`src/rtl/fft_pkg.sv`:
```
// Shared types and default sizes for the FFT input-side scheduler.
package fft_pkg;
  localparam int TOTAL_STAGE = 10;
  localparam int CPLX_WIDTH  = 32;

  typedef logic [CPLX_WIDTH-1:0] cplx_t;

  typedef enum logic [1:0] {FREE, FILL, FULL, BUSY} bank_st_t;
endpackage

```
`src/rtl/bank_arb.sv`:
```
// Ping-pong bank arbiter: tracks both input-RAM banks between the loader
// (write side) and the FFT engine (read side).
module bank_arb
  import fft_pkg::*;
(
  input  logic clk,
  input  logic rst,
  input  logic i_valid,
  input  logic i_cmpl,
  input  logic i_abort,
  input  logic i_take,
  input  logic i_done,
  output logic o_ready,
  output logic o_frm_valid,
  output logic o_frm_bank,
  output logic o_wr_sel
);

  bank_st_t r_bank [2];
  bank_st_t w_bank_next [2];
  logic     r_wr_sel;
  logic     r_rd_sel;
  logic     w_wr_sel_next;
  logic     w_rd_sel_next;
  logic     w_acc;

  assign o_ready = ~rst & ((r_bank[r_wr_sel] == FREE) || (r_bank[r_wr_sel] == FILL));
  assign w_acc   = i_valid & o_ready;

  always_ff @(posedge clk or posedge rst) begin
    if (rst) begin
      r_bank[0] <= FREE;
      r_bank[1] <= FREE;
      r_wr_sel  <= 1'b0;
      r_rd_sel  <= 1'b0;
    end else begin
      r_bank[0] <= w_bank_next[0];
      r_bank[1] <= w_bank_next[1];
      r_wr_sel  <= w_wr_sel_next;
      r_rd_sel  <= w_rd_sel_next;
    end
  end

  // Write-side transitions need FREE/FILL, read-side need FULL/BUSY, so the
  // two branches never collide on the same bank in one cycle.
  always_comb begin
    w_bank_next[0] = r_bank[0];
    w_bank_next[1] = r_bank[1];
    w_wr_sel_next  = r_wr_sel ^ (w_acc & i_cmpl);
    w_rd_sel_next  = r_rd_sel ^ (i_done & (r_bank[r_rd_sel] == BUSY));
    for (int i = 0; i < 2; i++) begin
      if (w_acc && (r_wr_sel == 1'(i))) begin
        if (i_cmpl)
          w_bank_next[i] = FULL;
        else if (i_abort)
          w_bank_next[i] = FREE;
        else if (r_bank[i] == FREE)
          w_bank_next[i] = FILL;
      end
      if (r_rd_sel == 1'(i)) begin
        if ((r_bank[i] == FULL) && i_take)
          w_bank_next[i] = BUSY;
        else if ((r_bank[i] == BUSY) && i_done)
          w_bank_next[i] = FREE;
      end
    end
  end

  assign o_frm_valid = (r_bank[r_rd_sel] == FULL);
  assign o_frm_bank  = r_rd_sel;
  assign o_wr_sel    = r_wr_sel;

endmodule

```
`src/rtl/fft_load_ctrl.sv`:
```
// FFT input loader: counts natural-order sample indices, registers each
// accepted sample toward the bit-reverse stage and flags frame-length errors.
module fft_load_ctrl #(
  parameter int TOTAL_STAGE = fft_pkg::TOTAL_STAGE,
  parameter int CPLX_WIDTH  = fft_pkg::CPLX_WIDTH
) (
  input  logic                   clk,
  input  logic                   rst,
  input  logic                   s_valid,
  input  logic [CPLX_WIDTH-1:0]  s_data,
  input  logic                   s_last,
  output logic                   s_ready,
  output logic                   ben,
  output logic [TOTAL_STAGE-1:0] baddr,
  output logic [CPLX_WIDTH-1:0]  bdata,
  output logic                   bbank,
  output logic                   frm_valid,
  output logic                   frm_bank,
  input  logic                   frm_take,
  input  logic                   frm_done,
  output logic                   err_len,
  output logic [15:0]            frm_cnt
);

  logic [TOTAL_STAGE-1:0] r_cnt;
  logic                   r_ben;
  logic [TOTAL_STAGE-1:0] r_baddr;
  logic [CPLX_WIDTH-1:0]  r_bdata;
  logic                   r_bbank;
  logic                   r_err_len;
  logic [15:0]            r_frm_cnt;

  logic w_ready;
  logic w_acc;
  logic w_cmpl;
  logic w_abort;
  logic w_wr_sel;

  assign w_acc   = s_valid & w_ready;
  assign w_cmpl  = (r_cnt == {TOTAL_STAGE{1'b1}});
  assign w_abort = s_last & ~w_cmpl;

  bank_arb u_bank_arb (
    .clk         (clk),
    .rst         (rst),
    .i_valid     (s_valid),
    .i_cmpl      (w_cmpl),
    .i_abort     (w_abort),
    .i_take      (frm_take),
    .i_done      (frm_done),
    .o_ready     (w_ready),
    .o_frm_valid (frm_valid),
    .o_frm_bank  (frm_bank),
    .o_wr_sel    (w_wr_sel)
  );

  always_ff @(posedge clk or posedge rst) begin
    if (rst) begin
      r_cnt     <= '0;
      r_ben     <= 1'b0;
      r_baddr   <= '0;
      r_bdata   <= '0;
      r_bbank   <= 1'b0;
      r_err_len <= 1'b0;
      r_frm_cnt <= '0;
    end else begin
      r_ben     <= w_acc;
      // Missing s_last at N-1 and early s_last are both length errors.
      r_err_len <= w_acc & (w_cmpl ? ~s_last : s_last);
      if (w_acc) begin
        r_baddr <= r_cnt;
        r_bdata <= s_data;
        r_bbank <= w_wr_sel;
        r_cnt   <= (w_cmpl | w_abort) ? '0 : r_cnt + 1'b1;
        if (w_cmpl)
          r_frm_cnt <= r_frm_cnt + 16'd1;
      end
    end
  end

  assign s_ready = w_ready;
  assign ben     = r_ben;
  assign baddr   = r_baddr;
  assign bdata   = r_bdata;
  assign bbank   = r_bbank;
  assign err_len = r_err_len;
  assign frm_cnt = r_frm_cnt;

endmodule
```
`config.mk`:
```
export PLATFORM = sky130hd
export DESIGN_NAME = fft_load_ctrl
export DESIGN_NICKNAME = d
export VERILOG_FILES = /design/src/rtl/fft_pkg.sv /design/src/rtl/bank_arb.sv /design/src/rtl/fft_load_ctrl.sv
export SDC_FILE = /design/constraint.sdc
export NUM_CORES = 1
export LEC_CHECK = 0
export ABC_AREA = 1
export CAP_MARGIN = 20
export CORE_ASPECT_RATIO = 0.6
export CORE_MARGIN = 4
export CORE_UTILIZATION = 50
export CTS_BUF_LIST = sky130_fd_sc_hd__clkbuf_16
export DETAILED_ROUTE_END_ITERATION = 16
export GPL_TIMING_DRIVEN = 0
export PLACE_DENSITY = 0.84
export SKIP_CTS_REPAIR_TIMING = 1
export SYNTH_ARGS = -nofsm -noshare
export SYNTH_HDL_FRONTEND = slang
export SYNTH_SLANG_ARGS = --single-unit
```
`constraint.sdc`:
```
create_clock -name clk -period 6.2 [get_ports clk]
set_input_delay 1.24 -clock clk [delete_from_list [all_inputs] [get_ports clk]]
set_output_delay 1.24 -clock clk [all_outputs]
set_load 0.01 [all_outputs]
```
# Word level (Yosys, flattened, before mapping)
# Index checks and enable logic that the tools add are counted.
word_totals:
  register_bits: 77
  input_bits: 38
  wordCells: 71
classes:
  n_addsub: 2
  n_lt_le_gt_ge: 2
  eq_ne: 8
  mux: 22
  bitwise_logic: 15
  n_reduce_logical: 11
op_table:
  columns: ["operator", "count"]
  rows:
  - ["2-to-1 mux 2 bit", 20]
  - ["adder 16 x 1 -> 16 bit, second input constant", 1]
  - ["== test 2 bit, second input constant", 6]
  - ["adder 10 x 1 -> 10 bit, second input constant", 1]
  - ["== test 10 bit, second input constant", 1]
  - ["2-to-1 mux 10 bit", 1]
  - ["AND 1 bit", 6]
  - ["logical AND 1 bit", 6]
  - ["logical NOT 2 bit", 3]
  - ["greater-or-equal comparator 2 bit, second input constant", 2]
  - ["inverter 1 bit", 4]
  - ["inverter 1 -> 2 bit", 2]
  - ["== test 2 x 1 -> 1 bit, second input constant", 1]
  - ["AND reduction 2 bit", 1]
  - ["XOR 1 bit", 2]
  - ["logical OR 1 bit", 1]
  - ["2-to-1 mux 1 bit", 1]
  - ["bitwise OR 1 bit", 1]

# Longest topological paths before layout
depth:
  depth_word: 13
  depth_mapped: 10

# Hierarchy
# From an unflattened synthesis, not the netlist that was laid out.
hier_totals:
  hier_cells: 435
  hier_area_um2: 3533.4
by_module_without_submodules:
  columns: ["module", "n_inst", "cells_each", "area_each_um2"]
  rows:
  - ["fft_load_ctrl", 1, 383, 3179.3]
  - ["bank_arb", 1, 52, 354.1]

# Worst setup path after synthesis
# No wires, ideal clock.
synth_timing:
  path_kind: "input-to-output"
  start: "input rst"
  end: "output s_ready"
  arrival_time_ns: 3.275
  required_ns: 4.960
  path_slack_ns: 1.685
  path_stages: 3
  path_buffers: 0
  path_cell_list: "inv_1 > nand2_1 > nor2_1"
synth_via:
  elab_chain_len: 2
synth_rtl:
  columns: ["item", "line", "rtl"]
  rows:
  - ["start: declaration", "fft_load_ctrl.sv:8", "input logic rst,"]
  - ["inverter 1 bit", "bank_arb.sv:27", "assign o_ready = ~rst & ((r_bank[r_wr_sel] == FREE) || (r_bank[r_wr_sel] == FILL));"]
  - ["AND 1 bit", "bank_arb.sv:27", null]
  - ["end: declaration", "fft_load_ctrl.sv:12", "output logic s_ready,"]
# Every way passes these cells.

# Final worst setup path
# Ends and elaborated chain as after synthesis.

==> impl_metrics.csv <==
group,metric,value,unit
outcome,status,"finished clean",
route,viasPerCell,5.098,
floorplanning,dieArea,8526,sq um
critical_path,slowest_stage,"clkdlybuf4s50_1",
route,firstDrtPassIters,5,
power,p_sw_frac,0.2539,
clocking,root_buffer,"clkbuf_16",
critical_path,crit_path_frequent_cell,"clkdlybuf4s50_1",
power,p_clk_frac,0.391,
sta,fmax,231.3,MHz
route,vias,3283,
placed_design,place_congestion,0.8542,
logic_synthesis,synth_cell_type_count,26,
placed_design,place_hpwl,6734,um
route,routed_wl,9272,um
sta,period_share,0.6974,
logic_synthesis,avgSynthCellArea,8.054,sq um
logic_synthesis,ys_seq_elements,77,
critical_path,critPathMaxFanout,53,
cells_and_area,final_nets,594,
floorplanning,row_count,23,
route,drt_iter0_drc,294,
logic_synthesis,syn_nets,481,
critical_path,start_kind,"input port",
route,wire_per_inst,14.40,um
sta,finClkSkew,0.008556,ns
critical_path,crit_chain,"clkdlybuf4s50_1, inv_4, buf_16, nand2_1, nor2_1, clkdlybuf4s50_1",
power,power,1.297,mW
global_route,overflow,0,
power,combPwrFrac,0.163,
global_route,antenna_found_initial,0,
logic_synthesis,syn_area,3536,sq um
cells_and_area,multiInputGateArea,1408,sq um
logic_synthesis,synth_top_area_frac,0.5449,
power,p_int,0.9676,mW
critical_path,max_stage_delay,0.56,ns
critical_path,path_class,"in -> out",
power,ir_drop,0.1430,mV
placed_design,port-buffer-count,101,
sta,tns,0,ns
cells_and_area,final_cell_mix,"198 x nand2_1, 101 x clkdlybuf4s50_1, 77 x dfrtp_1",
global_route,grt_max_degree,54,
sta,fin_crit,4.324,ns
clocking,cts_buffers,9,
logic_synthesis,ys_seq_area_frac,0.5449,
placed_design,place_ws,1.817,ns
floorplanning,core,6763,sq um
cells_and_area,final-instance-count-excl-fill,644,
clocking,cts_tree,"yes",
global_route,grt_usage,0.2274,
logic_synthesis,synth_cells,439,
sta,hold_viol,0,
clocking,clk_latency,0.33,ns
route,ant_nets,0,
cells_and_area,final-seq-area,1927,sq um
power,power.switching,0.3293,mW
clocking,clkSinkCount,77,
sta,layout_setup_ws,1.876,ns
critical_path,worst_ep_required_time,4.96,ns
critical_path,reg2reg_slack,3.93,ns
cells_and_area,layout_commonest_cell,"nand2_1",
power,p_leak,2.372,nW
critical_path,cp_num_buf_inv,4,
worst_hold_path,hp-class,"reg -> reg",
sta,rsz0062_at_grt,"false",
critical_path,crit_family,"buffers and inverters",
logic_synthesis,yosys_warnings,0,
floorplanning,io-pin-count,102,
clocking,clkSlewWorstSetupHoldPaths,0.06,ns
route,drcViolationCount,0,
job,drv_cap,0,
floorplanning,fp.dieW,116.6,um
clocking,cts.path.max_buffers,2,
sta,setup_viol,0,
sta,tightest_slew,0.4426,ns
power,power_frac_seq,0.446,
global_route,grt_pass1_vias,3242,
floorplanning,dieHeight,73.14,um
cells_and_area,n_fill_cell,514,
clocking,cts.htree.levels,3,
sta,drv_slew,0,
critical_path,cp_data_arrival_time,3.08,ns
floorplanning,start_util,0.5228,
critical_path,crit_path_end_kind,"primary output",
cells_and_area,syn2layout_area_growth,40.80,%
cells_and_area,layout-drive-gt1-share,0.06284,
cells_and_area,antenna_cells,0,
logic_synthesis,synth_area_leaders,"dfrtp_1 54%, nand2_1 21%, nor2_1 3.3%",
placed_design,place_inst,628,
sta,slew_headroom,0.7050,
logic_synthesis,post-synth-top-area-cell,"dfrtp_1",
global_route,grt_first_pass_wirelength,15170,um
power,pwr_density_cell,260.5,nW/um^2
-- per-layer routing --
layer,global-route usage,share of wire,vias to the layer above
met3,0.06462,0.084,9
li1,-,-,1597
met5,0,0,-
met1,0.3100,0.45,1543
met4,0.05471,0.0071,0
met2,0.3644,0.46,134
-- stage by stage --
stage | utilization | cell area, sq um | hold slack [ns]
after floorplan | - | 3536 | 0.4924
after global placement | 0.6884 | 4656 | 0.4585
after detailed placement | 0.6929 | 4686 | 0.4642
after CTS | 0.7362 | 4979 | 0.4791
after global routing | 0.7362 | 4979 | 0.4942
final | 0.7362 | 4979 | 0.4758
-- flip-flops by register name (all words and copies together) (netlist names) --
register,flops
bdata,32
bbank,1
frm_cnt,16
baddr,10
ben,1
u_bank_arb.o_wr_sel,1
u_bank_arb.r_bank,4
err_len,1
r_cnt,10
u_bank_arb.o_frm_bank,1
-- final cells by class --
cell class / instances / share of cell area
Buffer: 13 / 0.01483
Clock buffer: 9 / 0.04524
Clock inverter: 7 / 0.01357
Inverter: 34 / 0.02614
Multi-Input combinational cell: 315 / 0.2827
Sequential cell: 77 / 0.3870
Tap cell: 87 / 0.02186
Timing Repair Buffer: 102 / 0.2086
-- final timing paths --
| check | start | cells after the start | to |
|---|---|---|---|
| worst max-delay path | rst | 6 | s_ready |
| worst min-delay path | baddr[7] | 2 | baddr[7] |
| worst max register to register | r_cnt[0] | 9 | r_cnt[5] |
| worst min register to register | baddr[7] | 2 | baddr[7] |
| max in group asynchronous | rst | 3 | baddr[0] |
| min in group asynchronous | rst | 2 | u_bank_arb.o_frm_bank |
-- cell families after synthesis --
kind of cell    count (synthesis)  synth area share
simple gates                  268            0.3117
flops                          77            0.5449
buf+inv                        47           0.05697
compound gates                 34           0.04989
xor+xnor                        9           0.02229
fa+ha+maj                       4           0.01415
-- power groups by stage --
| stage | clock network, mW | registers, mW | logic, mW |
|---|---|---|---|
| after floorplan | 0 | 0.600 | 0.0718 |
| after global placement | 0 | 0.584 | 0.203 |
| after detailed placement | 0 | 0.586 | 0.211 |
| after CTS | 0.516 | 0.578 | 0.214 |
| after global routing | 0.539 | 0.584 | 0.233 |
| final | 0.507 | 0.579 | 0.211 |
-- synth_stat cells (all sizes together) --
| library cell | instances |
|---|---|
| nand2 | 198 |
| dfrtp | 77 |
| inv | 34 |
| nor2 | 34 |
| o21ai | 24 |
| nand3 | 22 |
| nand4 | 10 |
| a21oi | 8 |
| buf | 8 |
| xor2 | 6 |
| clkbuf | 5 |
| ha | 4 |
| xnor2 | 3 |
| nand3b | 2 |
| a21boi | 1 |
| nor3 | 1 |
| o221ai | 1 |
| or2 | 1 |
-- worst min-delay path, delay by kind of cell (launching register included) --
family        cells  cell delay [ns]
simple gates      2             0.10
flops             1             0.34
(Power assumes the default switching activity.)
